[src/rtl/score_keeper.sv]
// Game score accumulator: phase FSM, saturating hit/miss/combo scoring, optional best-score tracking.
// Latency 1 cycle, registered outputs; no backpressure. Best-score logic built only with SCORE_KEEPER_HISCORE_EN.
module score_keeper #(
    parameter int MAX_SCORE    = 99,
    parameter int COMBO_LEN    = 5,
    parameter int COMBO_BONUS  = 5,
    parameter int MISS_PENALTY = 1
) (
    input  logic       clk,
    input  logic       rst,
    input  logic       game_start,
    input  logic       game_over,
    input  logic       hit,
    input  logic [3:0] hit_points,
    input  logic       miss,
    output logic [7:0] score,
    output logic [7:0] best_score,
    output logic [3:0] combo,
    output logic       playing,
    output logic       new_record
);

    typedef enum logic [1:0] {IDLE, PLAY, OVER} state_t;

    state_t     state, state_nxt;
    logic [7:0] score_nxt;
    logic [3:0] combo_nxt;
    logic [3:0] combo_inc;
    logic       combo_done;
    logic [8:0] sum;
    logic       record_nxt;

    // State and datapath registers
    always_ff @(posedge clk) begin
        if (rst) begin
            state   <= IDLE;
            score   <= '0;
            combo   <= '0;
            playing <= 1'b0;
        end else begin
            state   <= state_nxt;
            score   <= score_nxt;
            combo   <= combo_nxt;
            playing <= (state_nxt == PLAY);
        end
    end

    always_comb begin
        state_nxt = state;
        case (state)
            IDLE, OVER: if (game_start) state_nxt = PLAY;
            PLAY: begin
                if (game_start)     state_nxt = PLAY;
                else if (game_over) state_nxt = OVER;
            end
            default: state_nxt = IDLE;
        endcase
    end

    always_comb begin
        combo_inc  = combo + 4'd1;
        combo_done = (combo_inc == 4'(COMBO_LEN));
        sum        = {1'b0, score} + {5'b0, hit_points} + (combo_done ? 9'(COMBO_BONUS) : 9'd0);
        score_nxt  = score;
        combo_nxt  = combo;
        record_nxt = 1'b0;
        // game_start clears in every state: it either enters or restarts PLAY
        if (game_start) begin
            score_nxt = '0;
            combo_nxt = '0;
        end else if (state == PLAY) begin
            if (game_over) begin
                record_nxt = (score > best_score);
            end else if (miss) begin
                combo_nxt = '0;
                score_nxt = (score < 8'(MISS_PENALTY)) ? 8'd0 : score - 8'(MISS_PENALTY);
            end else if (hit) begin
                combo_nxt = combo_done ? 4'd0 : combo_inc;
                score_nxt = (sum > 9'(MAX_SCORE)) ? 8'(MAX_SCORE) : sum[7:0];
            end
        end
    end

`ifdef SCORE_KEEPER_HISCORE_EN
    always_ff @(posedge clk) begin
        if (rst) begin
            best_score <= '0;
            new_record <= 1'b0;
        end else begin
            new_record <= record_nxt;
            if (record_nxt) best_score <= score;
        end
    end
`else
    assign best_score = '0;
    assign new_record = 1'b0;
`endif

endmodule
[config.mk]
export PLATFORM = sky130hd
export DESIGN_NAME = score_keeper
export DESIGN_NICKNAME = d
export VERILOG_FILES = /design/src/rtl/score_keeper.sv
export SDC_FILE = /design/constraint.sdc
export NUM_CORES = 1
export LEC_CHECK = 0
export ABC_AREA = 1
export BUFFER_PORTS_ARGS = -buffer_cell sky130_fd_sc_hd__clkbuf_2
export CAP_MARGIN = 20
export CORE_AREA = 4 4 59 55
export CTS_CLUSTER_SIZE = 30
export DETAILED_ROUTE_END_ITERATION = 8
export DIE_AREA = 0 0 63 59
export GPL_ROUTABILITY_DRIVEN = 0
export PLACE_DENSITY = 0.84
export RECOVER_POWER = 25
export SYNTH_ARGS = -nofsm -noshare
export SYNTH_HDL_FRONTEND = slang
export SYNTH_SLANG_ARGS = --single-unit
[constraint.sdc]
create_clock -name clk -period 8.9 [get_ports clk]
set_clock_uncertainty 0.15 [all_clocks]
set_input_delay 0.445 -clock clk [delete_from_list [all_inputs] [get_ports clk]]
set_output_delay 0.445 -clock clk [all_outputs]
set_load 0.005 [all_outputs]
==> flow_summary.toml, run 1 <==
[synth]
synth-main-ff-cell = "dfxtp_1"
ys_ff_latch = 15
ys_seq_area_share_pct = 23.6
yosysWarningCount = 0
synth_top_area_share_pct = 23.6
ys_top_cells_by_area = "dfxtp_1, nand2_1, inv_1"
synth_edf_count = 0
yosysUniqueCellTypes = 26
yosys-top-cells-count = "nand2_1, inv_1, nand3_1"
synth_top_cell_by_area = "dfxtp_1"
synthCells = 190
syn_avg_cell_area_um2 = 6.70
yosysMostFrequentCell = "nand2_1"
netlist_area_um2 = 1270
async_reset_ff_share_pct = 0

[place]
hpwl_um = 2300
io_buffers = 22
place_area_um2 = 1370
place_inst = 240

[final_layout]
fillCellCount = 271
area_delta_synth_final_pct = 9.23
fin_cells = 244
fin_area_um2 = 1390
fin_util_pct = 51.9
drive_above_1_share_pct = 13.6
nNetsFinal = 237
antennaDiodeCount = 0

[timing]
timing.final.hold_violations = 0
tns_ns = 0
drv_slew = 0
slew_headroom_pct = 62.6
max_freq_ghz = 0.309
worstMarginPinSlew_ns = 0.561
fin_crit_ns = 3.24
rsz0062_at_grt = "no"
finalSetupViolations = 0
hold_ws_ns = 0.242
period_share_pct = 36.4

[worst_setup_path]
cp.required_ns = 8.97
cp-start-kind = "flop"
endpoint = "score[3]"
worstPathArrival_ns = 3.31
r2r-end = "score[3]"
r2r_start = "combo[1]"
reg2reg_depth = 15
max_stage_delay_ns = 0.49
worstPathMaxFanout = 6
cp_top_family = "adder cells"
crit_top_cell = "nand2_1"
slowest_stage = "fa_1"
worst-path-stages = 15
path_cells = "nand3_1 > xor2_1 > nand2_1 > nor2_1 > inv_1 > fa_1 > inv_1 > fa_1 > nand2_1 > nand2_1 > nand4_1 > nand2_1 > o21ai_1 > nand4_1 > a21oi_2"
crit_path_end_kind = "flop"
critPathLaunch = "combo[1]"
critPathKind = "reg2reg"
reg2reg_setup_slack_ns = 5.66
crit_buf_inv = 2

[detailed_routing]
wirelength_um = 2770
routedWlPerCell_um = 11.4
via_count = 1227
drtAntennaViolNets = 0
drtIter0Drc = 37
drc = 0
drtPass1Iterations = 5
via_per_inst = 5.03

[die]
num_rows = 18
dieArea_um2 = 3720
ios = 32
core_area_um2 = 2680
die_y_um = 59
initial_utilization_pct = 47.5
die_w_um = 63

[power]
ir_drop_v = 0.000106
powerDensity_nw_per_um2 = 95.8
p_leak_nw = 0.722

[clock_network]
post-cts-setup-buffer-count = 0
cts_tree = "built"
root_buffer = "clkbuf_4"
clk_latency_ns = 0.28
cts_htree_levels = 1
cts_buffers = 3
ctsHoldBuffers = 0
clkSlewWorstSetupHoldPaths_ns = 0.09
cts_sinks = 15
cts_resized = 0
cts_buffer_depth = 2

[global_routing]
grt_pass1_vias = 1117
gr-total-overflow = 0
grt_pass1_wl_um = 4730
grt_antenna_before_repair = 0
grt_max_degree = 13
grtUsageTotal_pct = 15.8

[outcome]
status = "finished clean"

[hold_path]
hp-class = "in2reg"

[flow_run]
drv_cap = 0
[flip-flops by register name, summed over array words and instances (netlist names)]
register / flops
combo: 4
playing: 1
state: 2
score: 8
[cells by family after synthesis]
| family | Yosys count | share of synthesized area [%] |
|---|---|---|
| other | 1 | 0.294 |
| buffers and inverters | 44 | 16.2 |
| adder cells (fa/ha/maj) | 12 | 13.6 |
| XOR/XNOR | 4 | 2.75 |
| AND/OR/NAND/NOR | 87 | 31.2 |
| AO/OA/AOI/OAI | 27 | 12.4 |
| flip-flops | 15 | 23.6 |
[cell type report]
cell class              count  area (um^2)  share of cell area, %
inverters                  34          128                   9.17
multi-input cells         139          795                   57.1
well taps                  30         37.5                   2.70
clock buffers               4         26.3                   1.89
flip-flops and latches     15          300                   21.6
repair buffers             22          105                   7.55
[how the worst min path moves through the flow]
stage | slack (ns) | from | cells past startpoint | endpoint
floorplan | 0.32 | state[0] | 2 | state[1]
global placement | 0.34 | state[0] | 2 | state[1]
detailed placement | 0.34 | state[0] | 2 | state[1]
CTS | 0.20 | rst | 2 | state[0]
global route | 0.24 | rst | 2 | state[0]
finish | 0.24 | rst | 2 | state[0]
[stage by stage]
stage          total power, mW  setup WS, ns
5_1_grt                  0.143          5.40
4_1_cts                  0.135          5.67
3_3_place_gp            0.0960          5.82
2_1_floorplan           0.0921          6.02
3_5_place_dp            0.0965          5.70
6_report                 0.133          5.66
[cells in the final DEF (no fill, tap or decap), types with 4 or more instances in the layout]
cell type and instances:
nand2_1 38, inv_1 34, nand3_1 19, clkbuf_2 18
nor2_1 17, dfxtp_1 15, a21oi_1 14, ha_1 9
conb_1 9, o21ai_0 5, clkbuf_1 5, nand4_1 4
[layer usage]
layer | routed length [um] | global-route usage, %
met3 | 179 | 5.12
met2 | 1270 | 28.0
met1 | 1300 | 19.8
met4 | 19 | 0.943
met5 | 0 | 0
[power breakdown]
part / internal, mW / switching [mW] / total, mW / leakage [nW]
Clock: 0.0174 / 0.0213 / 0.0387 / 0.0150
Combinational: 0.00885 / 0.0157 / 0.0246 / 0.585
Sequential: 0.0686 / 0.00147 / 0.0701 / 0.122
No activity file was read; power rests on OpenSTA's default activity.
==> inputs of run 2 (changes only) <==
clock period = 3.2 ns   (was 8.9 ns; I/O delays follow)
==> flow_summary.toml, run 2 (synthesis results as in run 1) <==
[power]
power.share.switching_pct = 29.5
powerDensity_nw_per_um2 = 264
internal_power_mw = 0.265
ir_drop_v = 0.000238
power_mw = 0.376
pwr-share-seq_pct = 51.8
comb_power_share_pct = 18.7
p_sw_mw = 0.111
p_leak_nw = 0.738
p_clk_share_pct = 29.5

[final_layout]
fin_util_pct = 53.2
reg_top3 = "score x8, combo x4, state x2"
fin_cells = 246
largest-register = "score"
drive_above_1_share_pct = 17.6
layout_commonest_cell = "nand2_1"
area_delta_synth_final_pct = 11.9
largest_register_ff_count = 8
fin_area_um2 = 1430
nNetsFinal = 239
layout_common_cells = "nand2_1, inv_1, clkbuf_2"
antennaDiodeCount = 0

[die]
num_rows = 18
die_w_um = 63
initial_utilization_pct = 47.5
die_y_um = 59
core_area_um2 = 2680
dieArea_um2 = 3720
ios = 32

[worst_setup_path]
cp-start-kind = "flop"
worstPathMaxFanout = 6
critPathKind = "reg2reg"
slowest_stage = "fa_1"
cp.required_ns = 3.28
worstPathArrival_ns = 3.10
max_stage_delay_ns = 0.48
cp_top_family = "simple AND/OR/NAND/NOR gates"
crit_path_end_kind = "flop"
path_cells = "nand3_1 > xor2_1 > nand2_1 > nor2_2 > inv_1 > fa_1 > inv_1 > ha_1 > nand2_1 > nand2_1 > nand3_1 > nand3_1 > o21ai_2 > nand4_1 > a21oi_2"
crit_buf_inv = 2

[timing]
hold_ws_ns = 0.00596
timing.final.hold_violations = 0
slew_headroom_pct = 62.0
worst_slack_ns = 0.172
tns_ns = 0
period_share_pct = 94.6
drv_slew = 0
fin_crit_ns = 3.03
max_freq_ghz = 0.330
rsz0062_at_grt = "no"
worstMarginPinSlew_ns = 0.570
finalSetupViolations = 0

[place]
place_area_um2 = 1380
dp_slack_ns = -0.00645
place_inst = 241
hpwl_um = 2380
io_buffers = 22

[detailed_routing]
top_layer = "met3"
drtIter0Drc = 30
wl_met1_um = 1310
via_count = 1242
drtAntennaViolNets = 0
drc = 0
routedWlPerCell_um = 11.8
met3_wirelength_um = 190
via_per_inst = 5.05
wl_met2_um = 1400
wirelength_um = 2910
drtPass1Iterations = 4

[flow_run]
drv_cap = 0

[clock_network]
root_buffer = "clkbuf_4"
cts_buffers = 3
cts_tree = "built"
cts_htree_levels = 1
cts_sinks = 15
clkSlewWorstSetupHoldPaths_ns = 0.09
clk_latency_ns = 0.29
cts_buffer_depth = 2

[global_routing]
grt_antenna_before_repair = 0
grt_max_degree = 13
grt_pass1_vias = 1132
grtUsageTotal_pct = 16.3
grt_pass1_wl_um = 4840
gr-total-overflow = 0

[hold_path]
hp-class = "in2reg"

[outcome]
status = "finished clean"
[run 2: metal layers]
metal  global-route usage, %  up-vias
met5                       0        -
met4                   0.943        0
met3                    4.36        0
met2                    28.3       37
met1                    21.4      560
li1                        -      645
[run 2: worst paths after layout]
kind                                 start       end  slack, ns  cells past startpoint
worst min register to register    combo[1]  combo[1]       0.35                      2
worst max register to register    combo[1]  score[3]       0.17                     15
worst min-delay path            game_start  state[0]      0.006                      3
worst max-delay path              combo[1]  score[3]       0.17                     15
[run 2: power by group through the flow]
stage | clock (mW) | combinational (mW) | sequential, mW
5_1_grt | 0.128 | 0.0800 | 0.196
3_5_place_dp | 0 | 0.0689 | 0.199
4_1_cts | 0.114 | 0.0702 | 0.195
3_3_place_gp | 0 | 0.0677 | 0.199
6_report | 0.111 | 0.0703 | 0.195
2_1_floorplan | 0 | 0.0573 | 0.199
[run 2: repair_timing]
action / CTS / global route
hold buffers: 1 / 0
endpoints found under the hold margin: 2 / 0
gates resized for setup: 2 / 4
setup endpoints to repair: 4 / 6
buffers inserted: 0 / 0
[run 2: cell type report]
class | count | area [um^2]
fillers | 274 | 1250
multi-input cells | 139 | 806
flip-flops and latches | 15 | 303
inverters | 34 | 128
repair buffers | 24 | 125
well taps | 30 | 37.5
clock buffers | 4 | 26.3
[run 2: worst register-to-register path, delay by kind of cell (launching register included)]
kind / cells / cell delay [ns]
compound gates: 2 / 0.42
flops: 1 / 0.37
simple gates: 8 / 0.89
buf+inv: 2 / 0.16
fa+ha+maj: 2 / 0.80
xor+xnor: 1 / 0.18
==> inputs of run 3 (changes only) <==
RECOVER_POWER = default   (was 25)
==> flow_summary.toml, run 3 (synthesis results as in run 1) <==
[outcome]
status = "finished clean"

[timing]
fin_crit_ns = 3.03
worstMarginPinSlew_ns = 0.572
drv_slew = 0
hold_ws_ns = 0.00578
timing.final.hold_violations = 0
period_share_pct = 94.7
rsz0062_at_grt = "no"
slew_headroom_pct = 61.8
max_freq_ghz = 0.330
finalSetupViolations = 0
tns_ns = 0

[final_layout]
antennaDiodeCount = 0
nNetsFinal = 239
largest-register = "score"
layout_common_cells = "nand2_1, inv_1, clkbuf_2"
largest_register_ff_count = 8
layout.area.seq_um2 = 303
area_delta_synth_final_pct = 12.3
layout_commonest_cell = "nand2_1"
multi_input_area_um2 = 808
fillCellCount = 275
reg_top3 = "score x8, combo x4, state x2"
drive_above_1_share_pct = 19.0

[die]
die_y_um = 59
ios = 32
die_w_um = 63
dieArea_um2 = 3720
num_rows = 18
initial_utilization_pct = 47.5
core_area_um2 = 2680

[hold_path]
worstHoldPathCells = 3
min_to = "state[0]"
hp-class = "in2reg"
hp-start = "game_start"

[clock_network]
root_buffer = "clkbuf_4"
cts_htree_levels = 1
clkSlewWorstSetupHoldPaths_ns = 0.09
cts_tree = "built"
cts_buffers = 3
cts_buffer_depth = 2
cts_sinks = 15
clk_latency_ns = 0.29

[global_routing]
gr-total-overflow = 0
grtUsageTotal_pct = 16.3
grt_antenna_before_repair = 0
grt_pass1_vias = 1132
grt_pass1_wl_um = 4840
grt_max_degree = 13

[power]
p_sw_mw = 0.111
p_clk_share_pct = 29.4
pwr-share-seq_pct = 51.7
comb_power_share_pct = 18.9
internal_power_mw = 0.266
ir_drop_v = 0.000238
powerDensity_nw_per_um2 = 264
p_leak_nw = 0.747
power.share.switching_pct = 29.5

[detailed_routing]
routedWlPerCell_um = 11.8
drc = 0
drtAntennaViolNets = 0
wirelength_um = 2900
drtIter0Drc = 33
via_count = 1241
drtPass1Iterations = 4
via_per_inst = 5.04

[worst_setup_path]
cp.required_ns = 3.28
reg2reg_setup_slack_ns = 0.17
reg2reg_depth = 15
cp-start-kind = "flop"
crit_path_end_kind = "flop"
worstPathArrival_ns = 3.10
critPathKind = "reg2reg"
r2r-end = "score[3]"
worstPathMaxFanout = 6
r2r_start = "combo[1]"

[flow_run]
drv_cap = 0

[place]
hpwl_um = 2380
io_buffers = 22
run 3: changes by cell type in the layout (fill, tap and decap cells not counted):
cell      delta
clkbuf_1     -2
clkbuf_2     +2
or2_0        -1
or2_4        +1
run 3: timing repair:
action / 4_1_cts / 5_1_grt
endpoints found under the setup margin: 4 / 6
gates resized for setup: 2 / 4
cloned: 0 / 0
hold buffers: 1 / 0
setup buffers: 0 / 0
endpoints found under the hold margin: 2 / 0
run 3: layer usage:
| metal | vias to the layer above | track usage, % | part of all wire (%) |
|---|---|---|---|
| met5 | - | 0 | 0 |
| met4 | 0 | 0.943 | 0 |
| met3 | 0 | 4.36 | 6.2 |
| met2 | 37 | 28.3 | 48 |
| met1 | 558 | 21.4 | 45 |
| li1 | 646 | - | - |
run 3: cell type report:
type | count | area share, %
clock buffers | 4 | 1.84
repair buffers | 24 | 8.92
well taps | 30 | 2.62
inverters | 34 | 8.92
multi-input cells | 139 | 56.5
flip-flops and latches | 15 | 21.2
run 3: worst max path at each step:
stage / slack (ns) / to / startpoint
2_1_floorplan: 0.32 / score[0] / combo[1]
3_3_place_gp: 0.12 / score[0] / combo[1]
3_5_place_dp: -0.006 / score[0] / combo[1]
4_1_cts: 0.04 / score[0] / combo[1]
5_1_grt: 0.004 / score[1] / combo[1]
6_report: 0.17 / score[3] / combo[1]
run 3: stage by stage:
step,power [mW],cell area [um^2],util [%],setup WS [ns],cells
after floorplan,0.256,1300,-,0.321,198
after global placement,0.267,1380,51.5,0.124,241
after detailed placement,0.268,1380,51.5,-0.00645,241
after CTS,0.379,1420,53.1,0.0399,246
after global routing,0.404,1430,53.4,0.00423,246
final,0.377,1430,53.4,0.171,246
run 3: critical path: stages (launching register included):
cell and delay [ns]:
dfxtp_2 0.37, nand3_1 0.09, xor2_1 0.18, nand2_1 0.11, nor2_2 0.15, inv_1 0.09
fa_1 0.48, inv_1 0.07, ha_1 0.32, nand2_1 0.07, nand2_1 0.07, nand3_1 0.12
nand3_1 0.10, o21ai_2 0.27, nand4_1 0.18, a21oi_2 0.15
run 3: power groups by stage:
stage / registers (mW) / logic (mW) / clock network (mW)
2_1_floorplan: 0.199 / 0.0573 / 0
3_3_place_gp: 0.199 / 0.0677 / 0
6_report: 0.195 / 0.0713 / 0.111
4_1_cts: 0.195 / 0.0702 / 0.114
5_1_grt: 0.196 / 0.0810 / 0.128
3_5_place_dp: 0.199 / 0.0689 / 0
